$ cat src/rtl/lockpick_vault.sv
`default_nettype none
// ============================================================================
// lockpick_vault
// Two byte-serial keys are XORed, hashed by an S-box mixer, and checked
// against TARGET; a 4-byte verdict goes out on a valid/ready stream.
// Revision: 1.0
// ============================================================================
module lockpick_vault #(
    parameter int          KEY_BYTES      = 32,
    parameter int          ROUNDS         = 3,
    parameter int          MAX_ATTEMPTS   = 3,
    parameter int          LOCKOUT_CYCLES = 1024,
    parameter logic [63:0] TARGET         = 64'hCAFEBABE_0BADBEEF
) (
    input  logic       clk,
    input  logic       rst,
    input  logic       start,
    input  logic       in_valid,
    input  logic [7:0] in_data,
    output logic       in_ready,
    output logic       out_valid,
    output logic [7:0] out_data,
    input  logic       out_ready,
    output logic [1:0] status,
    output logic [2:0] attempts_left,
    output logic       busy
);
    localparam int IDX_W  = $clog2(KEY_BYTES) + 1;
    localparam int SEL_W  = $clog2(KEY_BYTES);
    localparam int LOCK_W = $clog2(LOCKOUT_CYCLES + 1);

    localparam logic [1:0] ST_IDLE   = 2'b00;
    localparam logic [1:0] ST_WRONG  = 2'b01;
    localparam logic [1:0] ST_WIN    = 2'b10;
    localparam logic [1:0] ST_LOCKED = 2'b11;

    // AES forward S-box, entry 0 in the most significant byte
    localparam logic [2047:0] SBOX_TABLE = {
        128'h637c777bf26b6fc53001672bfed7ab76, 128'hca82c97dfa5947f0add4a2af9ca472c0,
        128'hb7fd9326363ff7cc34a5e5f171d83115, 128'h04c723c31896059a071280e2eb27b275,
        128'h09832c1a1b6e5aa0523bd6b329e32f84, 128'h53d100ed20fcb15b6acbbe394a4c58cf,
        128'hd0efaafb434d338545f9027f503c9fa8, 128'h51a3408f929d38f5bcb6da2110fff3d2,
        128'hcd0c13ec5f974417c4a77e3d645d1973, 128'h60814fdc222a908846eeb814de5e0bdb,
        128'he0323a0a4906245cc2d3ac629195e479, 128'he7c8376d8dd54ea96c56f4ea657aae08,
        128'hba78252e1ca6b4c6e8dd741f4bbd8b8a, 128'h703eb5664803f60e613557b986c11d9e,
        128'he1f8981169d98e949b1e87e9ce5528df, 128'h8ca1890dbfe6426841992d0fb054bb16
    };

    function automatic logic [7:0] sbox(input logic [7:0] x);
        return SBOX_TABLE[{~x, 3'b000} +: 8];
    endfunction

    typedef enum logic [2:0] {
        IDLE    = 3'd0,
        LOAD_A  = 3'd1,
        LOAD_B  = 3'd2,
        HASH    = 3'd3,
        COMPARE = 3'd4,
        SEND    = 3'd5,
        LOCKED  = 3'd6
    } state_t;

    state_t            state;
    state_t            state_next;
    logic [7:0]        key [KEY_BYTES];
    logic [IDX_W-1:0]  byte_idx;
    logic [SEL_W-1:0]  sel;
    logic [3:0]        round_idx;
    logic [63:0]       digest;
    logic [31:0]       msg;
    logic [1:0]        send_idx;
    logic [LOCK_W-1:0] lock_cnt;
    logic              beat;
    logic              last_byte;
    logic              last_step;
    logic [7:0]        mix_in;

    assign sel       = byte_idx[SEL_W-1:0];
    assign beat      = in_valid && in_ready;
    assign last_byte = (byte_idx == IDX_W'(KEY_BYTES - 1));
    assign last_step = last_byte && (round_idx == 4'(ROUNDS - 1));
    assign mix_in    = key[sel] ^ 8'(byte_idx) ^ {round_idx, 4'h0};

    always_comb begin
        state_next = state;
        in_ready   = 1'b0;
        out_valid  = 1'b0;
        out_data   = 8'h00;
        busy       = (state != IDLE);
        case (state)
            IDLE:    if (start) state_next = LOAD_A;
            LOAD_A: begin
                in_ready = 1'b1;
                if (beat && last_byte) state_next = LOAD_B;
            end
            LOAD_B: begin
                in_ready = 1'b1;
                if (beat && last_byte) state_next = HASH;
            end
            HASH:    if (last_step) state_next = COMPARE;
            COMPARE: state_next = SEND;
            SEND: begin
                out_valid = 1'b1;
                out_data  = msg[{send_idx, 3'b000} +: 8];
                if (out_ready && (send_idx == 2'd3)) begin
                    case (status)
                        ST_WIN:   state_next = IDLE;
                        ST_WRONG: state_next = LOAD_A;
                        default:  state_next = LOCKED;
                    endcase
                end
            end
            LOCKED:  if (lock_cnt <= LOCK_W'(1)) state_next = IDLE;
            default: state_next = IDLE;
        endcase
    end

    always_ff @(posedge clk) begin
        if (rst) begin
            state <= IDLE;
            for (int i = 0; i < KEY_BYTES; i++) key[i] <= 8'h00;
            byte_idx      <= '0;
            round_idx     <= 4'd0;
            digest        <= 64'h0;
            msg           <= 32'h0;
            send_idx      <= 2'd0;
            lock_cnt      <= '0;
            status        <= ST_IDLE;
            attempts_left <= 3'(MAX_ATTEMPTS);
        end else begin
            state <= state_next;
            case (state)
                LOAD_A: if (beat) begin
                    key[sel] <= in_data;
                    byte_idx <= last_byte ? '0 : byte_idx + IDX_W'(1);
                end
                LOAD_B: if (beat) begin
                    key[sel] <= key[sel] ^ in_data;
                    byte_idx <= last_byte ? '0 : byte_idx + IDX_W'(1);
                    if (last_byte) begin
                        digest    <= 64'h0;
                        round_idx <= 4'd0;
                    end
                end
                HASH: begin
                    digest <= {digest[58:0], digest[63:59]} ^ {56'h0, sbox(mix_in)};
                    if (last_byte) begin
                        byte_idx  <= '0;
                        round_idx <= round_idx + 4'd1;
                    end else begin
                        byte_idx  <= byte_idx + IDX_W'(1);
                    end
                end
                COMPARE: begin
                    send_idx <= 2'd0;
                    if (digest == TARGET) begin
                        status <= ST_WIN;
                        msg    <= 32'hFACEFACE;
                    end else if (attempts_left > 3'd1) begin
                        attempts_left <= attempts_left - 3'd1;
                        status        <= ST_WRONG;
                        msg           <= 32'hBAD0BAD0;
                    end else begin
                        attempts_left <= 3'd0;
                        status        <= ST_LOCKED;
                        msg           <= 32'hDEADDEAD;
                    end
                end
                SEND: if (out_ready) begin
                    send_idx <= send_idx + 2'd1;
                    if (send_idx == 2'd3) begin
                        case (status)
                            ST_WIN: begin
                                status        <= ST_IDLE;
                                attempts_left <= 3'(MAX_ATTEMPTS);
                            end
                            ST_LOCKED: lock_cnt <= LOCK_W'(LOCKOUT_CYCLES);
                            default: ;
                        endcase
                    end
                end
                LOCKED: begin
                    lock_cnt <= lock_cnt - LOCK_W'(1);
                    if (lock_cnt <= LOCK_W'(1)) begin
                        status        <= ST_IDLE;
                        attempts_left <= 3'(MAX_ATTEMPTS);
                    end
                end
                default: ;
            endcase
        end
    end
endmodule
`default_nettype wire

$ cat config.mk
export PLATFORM = sky130hd
export DESIGN_NAME = lockpick_vault
export DESIGN_NICKNAME = d
export VERILOG_FILES = /design/src/rtl/lockpick_vault.sv
export SDC_FILE = /design/constraint.sdc
export NUM_CORES = 1
export LEC_CHECK = 0
export ABC_CLOCK_PERIOD_IN_PS = 6950
export BUFFER_PORTS_ARGS = -buffer_cell sky130_fd_sc_hd__buf_2
export CAP_MARGIN = 20
export CORE_MARGIN = 1.5
export CORE_UTILIZATION = 50
export CTS_CLUSTER_SIZE = 12
export DETAILED_ROUTE_END_ITERATION = 7
export GPL_TIMING_DRIVEN = 1
export PLACE_DENSITY = 0.63
export SYNTH_ARGS = -nofsm -noshare
export SYNTH_HDL_FRONTEND = slang
export SYNTH_SLANG_ARGS = --single-unit
$ cat constraint.sdc
create_clock -name clk -period 6.95 [get_ports clk]
set_input_delay 0.3475 -clock clk [delete_from_list [all_inputs] [get_ports clk]]
set_output_delay 0.3475 -clock clk [all_outputs]
set_load 0.02 [all_outputs]
==> results of run 1 <==
==> stage by stage <==
| stage | cells | utilization (%) | setup slack, ns | power, mW | area [µm²] |
|---|---|---|---|---|---|
| after floorplan | 1955 | - | 2.94 | 5.36 | 19400 |
| after global placement | 2384 | 51.9 | 1.20 | 7.01 | 19900 |
| after detailed placement | 2384 | 51.9 | 1.16 | 6.82 | 19900 |
| after CTS | 2449 | 55.0 | 1.13 | 8.82 | 21100 |
| after global routing | 2449 | 55.0 | 0.849 | 9.30 | 21100 |
| final | 2449 | 55.0 | 0.939 | 9.05 | 21100 |
==> worst max-delay path, stage by stage (launching register included) <==
cell and delay (ns):
dfxtp_2 0.71, nor2b_1 0.81, buf_4 0.30, a22oi_1 0.08, a21oi_1 0.30, nor4_4 0.12, xnor2_2 0.62, buf_4 0.34
ha_1 0.54, nand2_1 0.20, a31o_2 0.40, a2111oi_0 0.84, o311a_1 0.25, a311oi_2 0.06, xnor2_1 0.17, o221ai_1 0.12
==> registers in the layout, indices dropped and copies added, names as in the netlist, named ones only <==
signal	cells
digest	64
msg	6
byte_idx	6
lock_cnt	11
key	256
round_idx	4
state	3
status	2
send_idx	2
attempts_left	3
==> final timing paths <==
check | from | to | slack, ns | cells past startpoint
worst min register to register | digest[4] | digest[9] | 0.46 | 2
worst max-delay path | register | digest[0] | 0.94 | 15
worst min-delay path | out_ready | send_idx[1] | 0.10 | 3
worst max register to register | register | digest[0] | 0.94 | 15
==> area by class of cell <==
type	instances	area, µm²
Clock buffer	51	1070
Clock inverter	14	128
Fill cell	3439	17300
Inverter	25	93.8
Multi-Input combinational cell	1408	8920
Sequential cell	362	9810
Tap cell	518	648
Timing Repair Buffer	71	465
==> where the power goes <==
group          internal [mW]  switching [mW]  total [mW]  leakage (nW)
clock network           1.13           0.859        1.99         0.592
logic                   1.37            3.20        4.57          3.09
registers               2.40          0.0903        2.49          3.45
==> layout by cell type (no fill, tap or decap), types with 7 or more instances in the layout <==
master and n:
a211oi_1 10, a21oi_1 164, a221oi_1 11, a22oi_1 43
a311oi_1 13, a31oi_1 20, and2_1 7, buf_2 27
buf_4 44, clkbuf_1 9, clkbuf_16 41, dfxtp_1 104
edfxtp_1 256, ha_1 28, inv_1 23, mux2i_1 93
mux4_2 32, nand2_1 194, nand2b_1 43, nand3_1 87
nand4_1 9, nand4b_1 8, nor2_1 353, nor3_1 27
nor4_1 11, o211ai_1 15, o21ai_0 47, o221ai_1 8
o311ai_0 10, or2_2 7, or3_1 8, xnor2_1 16
xnor2_2 7, xor2_1 13
==> cells by family (layout without fill, tap and decap cells) <==
family	after synthesis	after routing
buffers and inverters	185	161
DFF	362	362
adders and majority gates	28	28
muxes	131	131
xor gates and xnor gates	46	46
and+or+nand+nor	788	788
AOI/OAI and AO/OA	415	415
==> per-layer routing <==
metal / share of wire, % / up-vias / GRT usage, %
met3: 11 / 164 / 7.61
met2: 43 / 980 / 45.0
met1: 42 / 7663 / 44.4
met5: 0 / - / 0
li1: - / 7031 / -
met4: 3.8 / 0 / 12.0
==> impl_results.md, run 1 <==
- Status: completed
- Peak Freq: 0.166 GHz
- Post-synthesis compound-gate area fraction: 13.9%
- Root Driver: clkbuf_16
- Most instantiated cells after synthesis: nor2_1 (354), edfxtp_1 (256), nand2_1 (194), a21oi_1 (164), dfxtp_1 (106)
- Worst slew pin tran: 1.11 ns
- Most frequent cell after synthesis: nor2_1
- Final setup viols: 0
- Iteration count of the initial detailed-routing pass: 6
- Post-synth top area share: 39.5%
- RD Place Congestion: 1.04
- Worst Path Arrival: 6.44 ns
- Postcts setup bufs: 0
- Skew-Pair Late Insertion Delay: 0.59 ns
- Fin. max-slew vios: 0
- Ranking of synthesized cells by area: edfxtp_1 (40%), dfxtp_1 (11%), nor2_1 (6.8%), mux2i_1 (4.8%), a21oi_1 (4.2%)
- Final nets: 1949
- Register bit total from synthesis: 362
- Worst Path Class, Setup: register to register
- CP Data Required Time: 7.38 ns
- Period utilization: 86.5%
- Crit. End Element: register
- Max transition margin: 26.2%
- Post-route ant nets: 0
- CTS Buf Count: 40
- H-tree levels: 2
- Asr flop ratio synth: 0%
- Initial antenna violation count: 0
- Setup TNS Final: 0 ns
- Worst Setup Start Kind: register
- Cell row count: 72
- CTS tree: done
- First-pass GRT wire length: 94300 µm
- Vias per cell: 6.47
- Largest net degree at the start of global routing: 72
- Post-DP HPWL: 42400 µm
- Core Footprint: 0.0385 mm²
- Cts repair resizes: 0
- Input/output buffers: 28
- Sink Count: 362
- Worst-path clk slew: 0.06 ns
- Grt ovf: 0
- Clock Tree Buf Depth: 3
- Die ar.: 0.0401 mm²
- Number of enable flip-flop cells after synthesis: 256
- Layout cells sized above 1: 10.3%
- Post-synthesis mux area share: 8.84%
- Cells after Synth: 1955
- Initial core utilization: 50.5%
- Via count: 15800
- MaxCap Viol Count: 0
- Worst VDD drop: 209 µV
- Ports: 29
- Yosys top cell by area: edfxtp_1
- DRC Markers: 0
- GRT Util Overall: 30.9%
- Cell area power density: 428 mW/mm²
- Synth Area in XOR/XNOR: 2.23%
- Synth Area in Simple Gates: 18.1%
- Worst Hold Slack: 0.105 ns
- Ant diodes: 0
- Synthesized net count: 1996
- Crit path max fanout: 16
- Cell variety after synth: 80
- Die width: 200 µm
- Tightest Hold Check Type: input pin to register
- Ys flop type: edfxtp_1
- Vias in the first global route: 14900
- WL per Instance: 25.7 µm
- RSZ-0062 raised after global routing: no
- Worst Skew: 0.0448 ns
- Area share of fa/ha/maj cells after synthesis: 1.80%
- YS warnings: 0
- CTS Hold Bufs: 0
- Register area share after synthesis: 50.5%
- Layout overhead on the synthesized area: 8.76%
- Routed Wire Length: 62900 µm
- Leakage: 7.12 nW
- Final Hold Fails: 0
- Largest family of logic cells by synthesized area: simple AND/OR/NAND/NOR gates
- Die height: 200 µm
- Avg Inst Size Synth: 9.95 µm²
- Cell Area, Synth: 0.0194 mm²
- Drt first-iter violations: 1943
- Min cycle time layout: 6.01 ns
(Power assumes the default switching activity.)
==> run 2: changes to the inputs <==
- CORE_UTILIZATION: 50 -> 64
- PLACE_DENSITY: 0.63 -> 0.78
==> impl_results.md, run 2 (synthesis gave the netlist of run 1 again) <==
- Setup TNS Final: 0 ns (unchanged)
- DP Area: 0.0198 mm² (-0.78%)
- RD Place Congestion: 1.08 (+3.8%)
- Layout overhead on the synthesized area: 7.84%
- Cell area power density: 428 mW/mm² (about the same)
- Worst VDD drop: 324 µV (+55%)
- Largest registers: key (256), digest (64), lock_cnt (11)
- Vias in the first global route: 15400 (+3.1%)
- Vias per cell: 7.11 (+9.9%)
- Routed Wire Length: 61200 µm (-2.6%)
- Fin. max-slew vios: 0 (unchanged)
- Die height: 177 µm (-11%)
- CP delay by family, top: simple AND/OR/NAND/NOR gates
- Postcts setup bufs: 0 (unchanged)
- CTS Buf Count: 39 (-2.5%)
- Iteration count of the initial detailed-routing pass: 8 (+2)
- Critical-path cell with the highest stage delay: ha_1
- Post-DP HPWL: 40300 µm (-5.0%)
- First-pass GRT wire length: 92100 µm (-2.3%)
- Largest stage delay, worst path: 1.02 ns (+0.18 ns)
- R2R cell count: 15 (unchanged)
- Via count: 16600 (+4.5%)
- Status: completed
- Fin area: 0.0210 mm² (-0.85%)
- Skew-Pair Late Insertion Delay: 0.54 ns (-0.05 ns)
- Final Hold Fails: 0 (unchanged)
- Clock Tree Buf Depth: 3 (unchanged)
- Period utilization: 97.3% (+11 points)
- Most common cell after layout, fill and taps aside: nor2_1
- CTS tree: done
- Worst slew pin tran: 1.13 ns (+0.0248 ns)
- Peak Freq: 0.148 GHz (-11%)
- Input/output buffers: 28 (unchanged)
- Fillers: 2066 (-40%)
- Worst Setup Start Kind: register
- Cell row count: 63 (-13%)
- Largest net degree at the start of global routing: 72 (unchanged)
- Worst Path Class, Setup: register to register
- Drt first-iter violations: 2966 (+53%)
- GRT Util Overall: 39.0% (+8.1 points)
- CP cell instances: nor2b_1, buf_4, a22oi_1, a21oi_1, nor4_1, xnor2_2, inv_2, ha_1, nor2_1, or3_1, and3_1, o41ai_1, o22ai_1, xnor2_1, a22o_1
- Die width: 177 µm (-11%)
- Crit path max fanout: 21 (+5)
- Most frequent cells in the layout: nor2_1 (353), edfxtp_1 (256), nand2_1 (194)
- Initial core utilization: 65.3% (+15 points)
- RSZ-0062 raised after global routing: no
- WL per Instance: 26.3 µm (+2.4%)
- Final setup viols: 0 (unchanged)
- Grt ovf: 0 (unchanged)
- Most flops, register: key
- Power Total: 8.97 mW (-0.88%)
- Max transition margin: 24.7% (-1.5 points)
- Crit. End Element: register
- Core Util, Final: 70.4% (+15 points)
- Leakage: 7.13 nW (+0.10%)
- CP Data Required Time: 7.37 ns (about the same)
- Sink Count: 362 (unchanged)
- Max reg flops: 256 (unchanged)
- Tightest Hold Check Type: input pin to register
- Root Driver: clkbuf_16
- Die ar.: 0.0314 mm² (-22%)
- Crit. path cell count: 15 (unchanged)
- Min cycle time layout: 6.76 ns (+0.750 ns)
- Worst Path Arrival: 7.18 ns (+0.74 ns)
- Layout cells sized above 1: 10.4% (+0.11 points)
- Hold path depth: 3 (unchanged)
- CP Buf/Inv Count: 2 (unchanged)
- MaxCap Viol Count: 0 (unchanged)
- Ant diodes: 0 (unchanged)
- Ports: 29 (unchanged)
- Cts repair resizes: 0 (unchanged)
- H-tree levels: 2 (unchanged)
- Post-route ant nets: 0 (unchanged)
- Initial antenna violation count: 0 (unchanged)
- DRC Markers: 0 (unchanged)
- Final nets: 1952 (+0.15%)
- Worst Skew: 0.0232 ns (-0.0216 ns)
- CTS Hold Bufs: 0 (unchanged)
- Core Footprint: 0.0298 mm² (-23%)
- Worst-path clk slew: 0.06 ns (about the same)
-- run 2: cell types whose count changed in the layout (fill, tap and decap cells not counted), sizes merged --
| cell | change |
|---|---|
| clkbuf | +9 |
| clkinv | -4 |
| buf | +4 |
| bufinv | -1 |
-- run 2: metal layers --
metal / GRT usage (%) / vias up / share of wire, %
met5: 0 / - / 0
met4: 14.7 / 0 / 3.7
met3: 11.3 / 204 / 15
met2: 57.4 / 1392 / 44
met1: 54.7 / 7907 / 38
li1: - / 7053 / -
-- run 2: through the flow --
| step | hold WS, ns | instances | worst slack, ns |
|---|---|---|---|
| after global routing | 0.135 | 2329 | 0.146 |
| after floorplan | 0.440 | 1955 | 2.94 |
| final | 0.135 | 2329 | 0.189 |
| after detailed placement | 0.463 | 2260 | 0.546 |
| after global placement | 0.455 | 2259 | 0.516 |
| after CTS | 0.121 | 2329 | 0.579 |
-- run 2: where the power goes --
part	internal (mW)	switching, mW	leakage (nW)
Sequential	2.40	0.0917	3.45
Combinational	1.36	3.16	3.11
Clock	1.11	0.849	0.576
Total	4.87	4.10	7.13
-- run 2: worst paths after layout --
path / from / to / slack, ns
max: register / digest[4] / 0.19
min: out_ready / send_idx[1] / 0.13
max reg2reg: register / digest[4] / 0.19
min reg2reg: digest[51] / digest[56] / 0.47
-- run 2: tightest hold or removal path: cells and delay by family --
family / cells / cell delay, ns
buffers and inverters: 1 / 0.13
and+or+nand+nor: 1 / 0.08
AOI/OAI and AO/OA: 1 / 0.05
-- run 2: cell type report --
cell class	count	area [µm²]	share of cell area, %
flip-flops and latches	362	9810	46.8
multi-input cells	1408	8880	42.3
clock buffers	60	1110	5.29
repair buffers	75	515	2.46
well taps	390	488	2.33
inverters	25	93.8	0.448
clock inverters	9	66.3	0.316
